<file path="src/rtl/time_set_ctrl.sv">
// Mode/setting controller for the HH:MM:SS clock: walks RUN and the three set modes,
// turns the increment button into single or auto-repeat pulses, and drives digit blinking.
module time_set_ctrl #(
    parameter int REPEAT_DELAY = 50_000_000,
    parameter int REPEAT_RATE  = 10_000_000,
    parameter int BLINK_HALF   = 25_000_000,
    parameter int TIMEOUT      = 500_000_000
) (
    input  logic       clk,
    input  logic       reset,
    input  logic       btn_mode,
    input  logic       btn_inc,
    output logic       run_en,
    output logic [1:0] mode,
    output logic       inc_h,
    output logic       inc_m,
    output logic       inc_s,
    output logic       blank_h,
    output logic       blank_m,
    output logic       blank_s
);

    localparam int HW = $clog2(REPEAT_DELAY + 1);
    localparam int RW = $clog2(REPEAT_RATE + 1);
    localparam int BW = $clog2(BLINK_HALF + 1);
    localparam int IW = $clog2(TIMEOUT + 1);

    typedef enum logic [1:0] {
        RUN   = 2'b00,
        SET_H = 2'b01,
        SET_M = 2'b10,
        SET_S = 2'b11
    } mode_t;

    mode_t         mode_q, mode_d;
    logic          btn_mode_q, btn_inc_q;
    logic          hold_active_q, hold_active_d;
    logic [HW-1:0] hold_q, hold_d;
    logic [RW-1:0] rate_q, rate_d;
    logic [IW-1:0] idle_q, idle_d;
    logic [BW-1:0] blink_q, blink_d;
    logic          phase_q, phase_d;
    logic          run_en_q, run_en_d;
    logic          inc_h_q, inc_h_d, inc_m_q, inc_m_d, inc_s_q, inc_s_d;
    logic          blank_h_q, blank_h_d, blank_m_q, blank_m_d, blank_s_q, blank_s_d;

    logic edge_mode, edge_inc, in_set, timeout_hit, rep_fire, inc_req;

    always_comb begin
        edge_mode   = btn_mode & ~btn_mode_q;
        edge_inc    = btn_inc & ~btn_inc_q;
        in_set      = (mode_q != RUN);
        timeout_hit = in_set && (idle_q == IW'(TIMEOUT));

        mode_d = mode_q;
        if (edge_mode) begin
            mode_d = mode_t'(mode_q + 2'd1);
        end else if (timeout_hit) begin
            mode_d = RUN;
        end

        // Hold counter only runs after a fresh rising edge seen in a set mode;
        // a mode press or timeout parks it until the next such edge.
        rep_fire      = 1'b0;
        hold_active_d = hold_active_q;
        hold_d        = hold_q;
        rate_d        = rate_q;
        if (!btn_inc || edge_mode || timeout_hit || !in_set) begin
            hold_active_d = 1'b0;
            hold_d        = '0;
            rate_d        = '0;
        end else if (edge_inc) begin
            hold_active_d = 1'b1;
            hold_d        = HW'(1);
            rate_d        = '0;
        end else if (hold_active_q) begin
            if (hold_q != HW'(REPEAT_DELAY)) begin
                hold_d = hold_q + HW'(1);
            end else if (rate_q == '0 || rate_q == RW'(REPEAT_RATE)) begin
                rep_fire = 1'b1;
                rate_d   = RW'(1);
            end else begin
                rate_d = rate_q + RW'(1);
            end
        end

        inc_req = in_set && !edge_mode && !timeout_hit && (edge_inc || rep_fire);
        inc_h_d = inc_req && (mode_q == SET_H);
        inc_m_d = inc_req && (mode_q == SET_M);
        inc_s_d = inc_req && (mode_q == SET_S);

        idle_d = idle_q;
        if (!in_set || edge_mode || edge_inc || btn_inc || timeout_hit) begin
            idle_d = '0;
        end else if (idle_q != IW'(TIMEOUT)) begin
            idle_d = idle_q + IW'(1);
        end

        // Restarting the phase on a mode change shows the newly selected field first.
        blink_d = blink_q + BW'(1);
        phase_d = phase_q;
        if (mode_d != mode_q) begin
            blink_d = '0;
            phase_d = 1'b0;
        end else if (blink_q == BW'(BLINK_HALF - 1)) begin
            blink_d = '0;
            phase_d = ~phase_q;
        end

        run_en_d  = (mode_d == RUN);
        blank_h_d = phase_d && (mode_d == SET_H);
        blank_m_d = phase_d && (mode_d == SET_M);
        blank_s_d = phase_d && (mode_d == SET_S);
    end

    always_ff @(posedge clk or posedge reset) begin
        if (reset) begin
            mode_q        <= RUN;
            btn_mode_q    <= 1'b0;
            btn_inc_q     <= 1'b0;
            hold_active_q <= 1'b0;
            hold_q        <= '0;
            rate_q        <= '0;
            idle_q        <= '0;
            blink_q       <= '0;
            phase_q       <= 1'b0;
            run_en_q      <= 1'b1;
            inc_h_q       <= 1'b0;
            inc_m_q       <= 1'b0;
            inc_s_q       <= 1'b0;
            blank_h_q     <= 1'b0;
            blank_m_q     <= 1'b0;
            blank_s_q     <= 1'b0;
        end else begin
            mode_q        <= mode_d;
            btn_mode_q    <= btn_mode;
            btn_inc_q     <= btn_inc;
            hold_active_q <= hold_active_d;
            hold_q        <= hold_d;
            rate_q        <= rate_d;
            idle_q        <= idle_d;
            blink_q       <= blink_d;
            phase_q       <= phase_d;
            run_en_q      <= run_en_d;
            inc_h_q       <= inc_h_d;
            inc_m_q       <= inc_m_d;
            inc_s_q       <= inc_s_d;
            blank_h_q     <= blank_h_d;
            blank_m_q     <= blank_m_d;
            blank_s_q     <= blank_s_d;
        end
    end

    assign mode    = mode_q;
    assign run_en  = run_en_q;
    assign inc_h   = inc_h_q;
    assign inc_m   = inc_m_q;
    assign inc_s   = inc_s_q;
    assign blank_h = blank_h_q;
    assign blank_m = blank_m_q;
    assign blank_s = blank_s_q;

endmodule

</file>
<file path="config.mk">
export PLATFORM = sky130hd
export DESIGN_NAME = time_set_ctrl
export DESIGN_NICKNAME = d
export VERILOG_FILES = /design/src/rtl/time_set_ctrl.sv
export SDC_FILE = /design/constraint.sdc
export NUM_CORES = 1
export LEC_CHECK = 0
export CAP_MARGIN = 20
export CELL_PAD_IN_SITES_DETAIL_PLACEMENT = 1
export CELL_PAD_IN_SITES_GLOBAL_PLACEMENT = 2
export CORE_UTILIZATION = 43
export CTS_CLUSTER_DIAMETER = 30
export DETAILED_ROUTE_END_ITERATION = 16
export PLACE_DENSITY = 0.89
export SYNTH_ARGS = -nofsm -noshare
export SYNTH_HDL_FRONTEND = slang
export SYNTH_SLANG_ARGS = --single-unit
</file>
<file path="constraint.sdc">
create_clock -name clk -period 10.47 [get_ports clk]
set_input_delay 1.5705 -clock clk [delete_from_list [all_inputs] [get_ports clk]]
set_output_delay 1.5705 -clock clk [all_outputs]
set_load 0.01 [all_outputs]
</file>
==> results.json, run 1 <==
{
  "status": "finished, final reports clean",
  "arrival_ps": 3600,
  "fin_nets": 685,
  "grt_first_pass_wirelength_um": 25800,
  "antenna_found_initial": 0,
  "r2r_end": "idle_q[27]",
  "path_class": "in2reg",
  "dieArea_um2": 14700,
  "drtPass1Iterations": 4,
  "max_slew.worst_pin.slew_ps": 1090,
  "fin_total_pwr_w": 0.00116,
  "io_buffers": 12,
  "min_path_type": "reg2reg",
  "clk_latency_ps": 420,
  "grt_pass1_vias": 5300,
  "cp_max_fo": 44,
  "cts_hold_buffers": 0,
  "grt_usage_pct": 22.6,
  "synth-seq-area-share_pct": 47.8,
  "dpl.hpwl_um": 9860,
  "synth_simple_gate_area_share_pct": 28.9,
  "reg2reg_depth": 5,
  "max_cap_viol_count": 0,
  "synth.avg_cell_area_um2": 9.24,
  "worstSetupEndpoint": "rate_q[15]",
  "multiInputGateArea_um2": 2970,
  "synth_most_common_cell": "dfrtp_1",
  "synth_top_family_by_area": "simple AND/OR/NAND/NOR gates",
  "synth_fa_ha_area_share_pct": 2.25,
  "routed_via_density": 5.75,
  "synthMuxAreaShare_pct": 0.163,
  "die-height_um": 121,
  "cts_setup_buffers": 0,
  "rsz0062_at_grt": "no",
  "slew_headroom_pct": 26.9,
  "cts_tree": "done",
  "clock_skew_ps": 5.73,
  "n_fill_cell": 1604,
  "area_growth_pct": 13.8,
  "synthTopCellsByArea": "dfrtp_1 47%, nor2_1 6.2%, xnor2_1 5.7%",
  "drtAntennaViolNets": 0,
  "drc": 0,
  "ys_warn_count": 0,
  "clkTransAtPathRegs_ps": 50,
  "netlist-cell-type-count": 53,
  "r2r-start": "idle_q[12]",
  "placed_area_um2": 6370,
  "r2r_setup_slack_ps": 7590,
  "io_pins": 13,
  "grt_max_degree": 64,
  "setup_ws_ps": 7190,
  "cts-root-buf": "clkbuf_16",
  "clock_sinks": 117,
  "wire_per_inst_um": 17.4,
  "fmaxAchievable_ghz": 0.305,
  "hold_viol_final": 0,
  "initial_core_util_pct": 44.1,
  "synthTopCellsByCount": "116 x dfrtp_1, 102 x nor2_1, 50 x nand3_1, 43 x nand2_1, 40 x xnor2_1",
  "postCtsResizedCells": 0,
  "syn_inst": 663,
  "drive_gt1_share_pct": 6.01,
  "synth.top_cell.area_share_pct": 47.4,
  "cp-end-kind": "flop",
  "cp-start-kind": "input port",
  "rows": 43,
  "synthesis.nets": 678,
  "dp_cells": 830,
  "drv_slew": 0,
  "register_area_um2": 2930,
  "cts_buffers": 17,
  "crit_start": "btn_mode",
  "synth_compound_area_share_pct": 6.27,
  "routabilityCongestion": 0.764,
  "core_area_um2": 13900,
  "synth-async-reset-ratio_pct": 100,
  "synth-xor-area-share_pct": 10.9,
  "synth_largest_area_cell": "dfrtp_1",
  "dp_slack_ps": 6750,
  "htree_levels": 4,
  "postRouteWirelength_um": 15000,
  "instances_no_fill": 862,
  "min_period_over_period_pct": 31.4,
  "gr-total-overflow": 0,
  "synth_area_um2": 6130,
  "synth-seq-cells": 117,
  "via_count": 4954,
  "p_leak_nw": 2.68,
  "clockBufferDepth": 2,
  "fin_crit_ps": 3280,
  "num_antenna_cells": 0,
  "crit_required_ps": 10790,
  "setup_viol": 0,
  "dr.first_iter.drc_count": 258,
  "die_x_um": 121,
  "powerDensity_nw_per_um2": 166,
  "setup_tns_ps": 0,
  "synth_flop_cell": "dfrtp_1",
  "synth-edff-count": 0,
  "fin_area_um2": 6970,
  "vdd_ir_drop_max_uv": 126
}
[worst min path at each step]
| stage | start | end | cells after the start |
|---|---|---|---|
| floorplan | idle_q[0] | idle_q[0] | 1 |
| global placement | idle_q[0] | idle_q[0] | 1 |
| detailed placement | btn_inc_q | hold_active_q | 1 |
| CTS | btn_inc_q | hold_q[0] | 1 |
| global route | btn_inc_q | hold_active_q | 1 |
| finish | btn_inc_q | hold_q[0] | 1 |
[power breakdown]
part / switching (W) / internal, W / total [W] / leakage [nW]
Clock: 0.000207 / 0.000391 / 0.000598 / 0.289
Sequential: 0.0000169 / 0.000466 / 0.000483 / 1.62
Combinational: 0.0000509 / 0.0000273 / 0.0000782 / 0.771
Total: 0.000275 / 0.000884 / 0.00116 / 2.68
[metrics by stage]
stage	util [%]	hold WS (ps)
detailed placement	45.9	483
finish	50.2	490
floorplan	-	444
CTS	50.2	488
global placement	45.9	467
global route	50.2	511
[cell usage in the layout, fill, tap and decap left out, types with 11 or more instances in the layout]
| master | n |
|---|---|
| dfrtp_1 | 116 |
| nor2_1 | 102 |
| nand3_1 | 50 |
| nand2_1 | 43 |
| xnor2_1 | 40 |
| nand4_1 | 39 |
| xor2_1 | 36 |
| nor4_1 | 33 |
| a21oi_1 | 26 |
| inv_1 | 23 |
| nor3_1 | 17 |
| clkbuf_16 | 17 |
| o21ai_0 | 14 |
| clkdlybuf4s50_1 | 12 |
| ha_1 | 11 |
[worst max-delay path: stages]
cell	delay [ps]
clkdlybuf4s50_1	440
nor2b_1	190
a21oi_1	690
nand2_1	120
buf_4	320
a311oi_1	250
[metal layers]
metal  vias to the layer above  track usage (%)  wire length, um
li1                       2366                -                -
met1                      2503             28.5             6940
met2                        61             37.3             7400
met3                        24             5.87              449
met4                         0             7.48              241
met5                         -                0                0
[layout make-up]
class | count | area share [%]
clock inverters | 8 | 1.78
inverters | 24 | 1.33
well taps | 180 | 3.23
clock buffers | 23 | 6.85
repair buffers | 17 | 2.23
flip-flops and latches | 117 | 42.0
multi-input cells | 493 | 42.6
[state kept, by name, summed over array words and instances (netlist names)]
signal,cells
idle_q,29
hold_q,26
blink_q,25
rate_q,24
mode,2
blank_h,1
blank_m,1
blank_s,1
btn_inc_q,1
btn_mode_q,1
hold_active_q,1
inc_h,1
inc_m,1
inc_s,1
phase_q,1
run_en,1
[logic make-up (layout without fill, tap and decap cells)]
kind of cell             after synthesis  in the layout
AO/OA/AOI/OAI                         63             63
XOR/XNOR                              76             76
adder cells (fa/ha/maj)               11             11
buffers and inverters                 53             72
flip-flops                           117            117
multiplexers                           1              1
AND/OR/NAND/NOR                      342            342
Power figures use the tool's default switching activity.
==> run 2, diff against run 1 <==
Settings changed: CORE_UTILIZATION 43 to 40, PLACE_DENSITY 0.89 to 0.84.
Clock period 10.47 ns to 3.1 ns, I/O delays scaled along.
==> results.json, run 2 (synthesis gave the netlist of run 1 again) <==
{
  "clk_latency_ps": 420,
  "n_fill_cell": 1700,
  "fmaxAchievable_ghz": 0.390,
  "holdPathEnd": "idle_q[0]",
  "clock_sinks": 117,
  "final_cell_mix": "116 x dfrtp_1, 102 x nor2_1, 50 x nand3_1",
  "io_pins": 13,
  "postCtsResizedCells": 0,
  "slew_headroom_pct": 47.1,
  "final_common_cell": "dfrtp_1",
  "clockBufferDepth": 2,
  "grt_usage_pct": 20.8,
  "hold_path_depth": 1,
  "setup_viol": 0,
  "min_path_type": "reg2reg",
  "drtAntennaViolNets": 0,
  "path_class": "reg2reg",
  "rows": 44,
  "drtPass1Iterations": 4,
  "clkTransAtPathRegs_ps": 60,
  "via_count": 4930,
  "hold_viol_final": 0,
  "routed_via_density": 5.64,
  "gr-usage-met2_pct": 35.5,
  "grt_pass1_vias": 5343,
  "drv_slew": 0,
  "r2r_end": "rate_q[21]",
  "cp_max_fo": 18,
  "dieArea_um2": 15800,
  "reg.largest.list": "idle_q: 29 flops, hold_q: 26 flops, blink_q: 25 flops",
  "rsz0062_at_grt": "no",
  "grt_max_degree": 47,
  "arrival_ps": 2900,
  "drc": 0,
  "grt_first_pass_wirelength_um": 26500,
  "multiInputGateArea_um2": 2970,
  "fin_nets": 692,
  "largest_register_ffs": 29,
  "vdd_ir_drop_max_uv": 378,
  "min_period_over_period_pct": 82.7,
  "cp-start-kind": "flop",
  "io_buffers": 12,
  "r2r_setup_slack_ps": 540,
  "wire_per_inst_um": 17.1,
  "cts_setup_buffers": 0,
  "p_leak_nw": 2.71,
  "dpl.hpwl_um": 9930,
  "num_antenna_cells": 0,
  "register_area_um2": 2930,
  "die-height_um": 126,
  "postRouteWirelength_um": 14900,
  "routabilityCongestion": 0.786,
  "whs_ps": 479,
  "min_from": "idle_q[0]",
  "fin_crit_ps": 2560,
  "core_area_um2": 14800,
  "cts_buffers": 17,
  "setup_tns_ps": 0,
  "die_x_um": 126,
  "htree_levels": 4,
  "gr-total-overflow": 0,
  "drive_gt1_share_pct": 7.10,
  "regMostFlops": "idle_q",
  "cts_tree": "done",
  "grt.busiest_layer": "met2",
  "clock_skew_ps": 8.95,
  "max_cap_viol_count": 0,
  "status": "finished, final reports clean",
  "crit_required_ps": 3430,
  "antenna_found_initial": 0,
  "area_growth_pct": 14.9,
  "max_slew.worst_pin.slew_ps": 786,
  "cts_hold_buffers": 0,
  "use_met3_pct": 5.10,
  "cp-end-kind": "flop",
  "r2r-start": "hold_q[3]",
  "initial_core_util_pct": 41.5,
  "dr.first_iter.drc_count": 203,
  "reg2reg_depth": 6,
  "grtUsageMet1_pct": 25.9,
  "powerDensity_nw_per_um2": 545,
  "cts-root-buf": "clkbuf_16"
}
[run 2: cell types whose count changed in the layout (fill, tap and decap cells not counted)]
| cell | change |
|---|---|
| buf_4 | +6 |
| buf_12 | +2 |
| clkinv_2 | +2 |
| buf_2 | -1 |
| bufinv_16 | -1 |
| clkinvlp_4 | +1 |
| inv_4 | -1 |
[run 2: final cells by class]
| type | instances | area share [%] |
|---|---|---|
| well taps | 184 | 3.27 |
| clock inverters | 9 | 1.48 |
| inverters | 24 | 1.33 |
| multi-input cells | 493 | 42.2 |
| repair buffers | 24 | 3.34 |
| flip-flops and latches | 117 | 41.6 |
| clock buffers | 23 | 6.79 |
[run 2: worst max-delay path, cell delays in order (launching register included)]
cell and delay, ps:
dfrtp_1 450, nor4_1 450, nand4_1 170, or2_1 450, buf_4 290, or4_1 510
a21oi_1 160
[run 2: how the worst max path moves through the flow]
stage	startpoint	endpoint	depth (start not counted)
2_1_floorplan	idle_q[12]	blink_q[6]	7
3_3_place_gp	hold_q[3]	rate_q[6]	6
3_5_place_dp	hold_q[3]	rate_q[5]	6
4_1_cts	hold_q[3]	rate_q[21]	6
5_1_grt	hold_q[16]	rate_q[21]	6
6_report	hold_q[3]	rate_q[21]	6
[run 2: power by group]
part	total [W]	internal (W)	switching [W]
registers	0.00163	0.00157	0.0000515
clock network	0.00194	0.00124	0.000699
logic	0.000274	0.000100	0.000174
[run 2: through the flow]
step | util [%] | area (um2) | instances | worst slack [ps] | total power, W
2_1_floorplan | - | 6130 | 663 | 869 | 0.00182
3_3_place_gp | 43.8 | 6460 | 842 | 658 | 0.00192
3_5_place_dp | 43.8 | 6460 | 842 | 569 | 0.00193
4_1_cts | 47.7 | 7040 | 874 | 543 | 0.00388
5_1_grt | 47.7 | 7040 | 874 | 439 | 0.00399
6_report | 47.7 | 7040 | 874 | 536 | 0.00384
[run 2: metal layers]
layer | up-vias | wire, um
li1 | 2386 | -
met1 | 2483 | 7000
met2 | 43 | 7340
met3 | 18 | 340
met4 | 0 | 232
met5 | - | 0
==> run 3, diff against run 2 <==
Settings changed: CORE_UTILIZATION 40 to 36, PLACE_DENSITY 0.84 to 0.8.
Clock period 3.1 ns to 2.3 ns, I/O delays scaled along.
==> results.json, run 3 (synthesis gave the netlist of run 1 again) <==
{
  "clock_skew_ps": 11.2,
  "cts_tree": "done",
  "antenna_found_initial": 0,
  "fin_nets": 731,
  "cp-start-kind": "flop",
  "fmaxAchievable_ghz": 0.459,
  "rows": 47,
  "whs_ps": 434,
  "vdd_ir_drop_max_uv": 590,
  "p_leak_nw": 2.94,
  "htree_levels": 4,
  "setup_viol": 0,
  "wire_per_inst_um": 16.8,
  "drtPass1Iterations": 5,
  "dieArea_um2": 17500,
  "dr.first_iter.drc_count": 229,
  "core_area_um2": 16600,
  "reg.largest.list": "idle_q: 29 flops, hold_q: 26 flops, blink_q: 25 flops",
  "min_path_type": "in2reg",
  "dp_slack_ps": -46.1,
  "postRouteWirelength_um": 16000,
  "register_area_um2": 2930,
  "n_fill_cell": 1919,
  "die-height_um": 132,
  "cp-end-kind": "flop",
  "cp_max_fo": 11,
  "max_cap_viol_count": 0,
  "io_pins": 13,
  "clockBufferDepth": 2,
  "powerDensity_nw_per_um2": 698,
  "cts-root-buf": "clkbuf_16",
  "routed_via_density": 5.47,
  "multiInputGateArea_um2": 3020,
  "clk_latency_ps": 430,
  "drv_slew": 0,
  "dpl.hpwl_um": 10700,
  "drtAntennaViolNets": 0,
  "fin_crit_ps": 2180,
  "num_antenna_cells": 0,
  "area_growth_pct": 22.1,
  "die_x_um": 132,
  "initial_core_util_pct": 36.9,
  "final_common_cell": "dfrtp_1",
  "path_class": "reg2reg",
  "instances_no_fill": 949,
  "fin_total_pwr_w": 0.00522,
  "gr-total-overflow": 0,
  "dp_cells": 913,
  "max_slew.worst_pin.slew_ps": 674,
  "clock_sinks": 117,
  "crit_required_ps": 2650,
  "via_count": 5193,
  "clkTransAtPathRegs_ps": 60,
  "drive_gt1_share_pct": 13.3,
  "slew_headroom_pct": 54.6,
  "regMostFlops": "idle_q",
  "routabilityCongestion": 0.807,
  "arrival_ps": 2530,
  "status": "finished, final reports clean",
  "final_cell_mix": "116 x dfrtp_1, 101 x nor2_1, 50 x nand3_1",
  "largest_register_ffs": 29,
  "grt_usage_pct": 19.5,
  "min_period_over_period_pct": 94.6,
  "cts_buffers": 17,
  "drc": 0,
  "grt_first_pass_wirelength_um": 27400,
  "rsz0062_at_grt": "no",
  "setup_ws_ps": 123,
  "cts_hold_buffers": 0,
  "grt_pass1_vias": 5601,
  "grt_max_degree": 118,
  "hold_viol_final": 0,
  "io_buffers": 12
}
-- run 3: changes by cell type in the layout (fill, tap and decap cells not counted), moves of 2 or more --
cell and change:
a21oi_1 -2, a21oi_2 +2, buf_12 +3, buf_4 +35, clkbuf_8 -2, clkinv_4 +3
nor4_1 -2, or2_1 -2, or2_4 +2
-- run 3: through the flow --
stage | setup TNS (ps) | cell area, um2 | util, %
finish | 0 | 7480 | 45.1
CTS | 0 | 7380 | 44.5
global placement | 0 | 6800 | 41.0
detailed placement | -60.9 | 6800 | 41.0
floorplan | 0 | 6130 | -
global route | 0 | 7480 | 45.1
-- run 3: cell type report --
class / instances / share of cell area [%]
Timing Repair Buffer: 63 / 7.80
Inverter: 24 / 1.25
Clock buffer: 21 / 6.02
Multi-Input combinational cell: 493 / 40.4
Sequential cell: 117 / 39.2
Tap cell: 220 / 3.68
Clock inverter: 11 / 1.69
-- run 3: power by group --
group	internal, W	switching, W	total [W]
Clock	0.00162	0.000984	0.00261
Sequential	0.00212	0.0000490	0.00217
Combinational	0.000174	0.000268	0.000442
-- run 3: layer usage --
| layer | vias up | part of all wire, % | global-route usage [%] |
|---|---|---|---|
| met3 | 16 | 2.2 | 3.95 |
| met2 | 45 | 51 | 33.0 |
| met1 | 2665 | 46 | 24.6 |
| met4 | 0 | 1.1 | 7.28 |
| met5 | - | 0 | 0 |
| li1 | 2467 | - | - |
-- run 3: worst paths after layout --
path | startpoint | endpoint | slack [ps] | cells past startpoint
min in group asynchronous | reset | hold_q[7] | 470 | 3
max in group asynchronous | reset | idle_q[16] | 1340 | 3
max reg2reg | hold_q[0] | rate_q[13] | 120 | 7
min | btn_mode | btn_mode_q | 430 | 1
min reg2reg | idle_q[0] | idle_q[0] | 490 | 1
max | hold_q[0] | rate_q[13] | 120 | 7
-- run 3: repair_timing --
item                                    4_1_cts  5_1_grt
endpoints found under the setup margin        3       56
cloned                                        0        1
resized for setup                             1       10
setup buffers                                 0        3
hold endpoints to repair                      0        0
pin swaps                                     0        3
-- run 3: worst max-delay path: stages, from the launching register on --
cell	delay (ps)
dfrtp_1	380
inv_1	100
ha_1	150
and3b_1	150
nand4_1	130
or2_4	320
or4b_2	710
a21oi_2	170
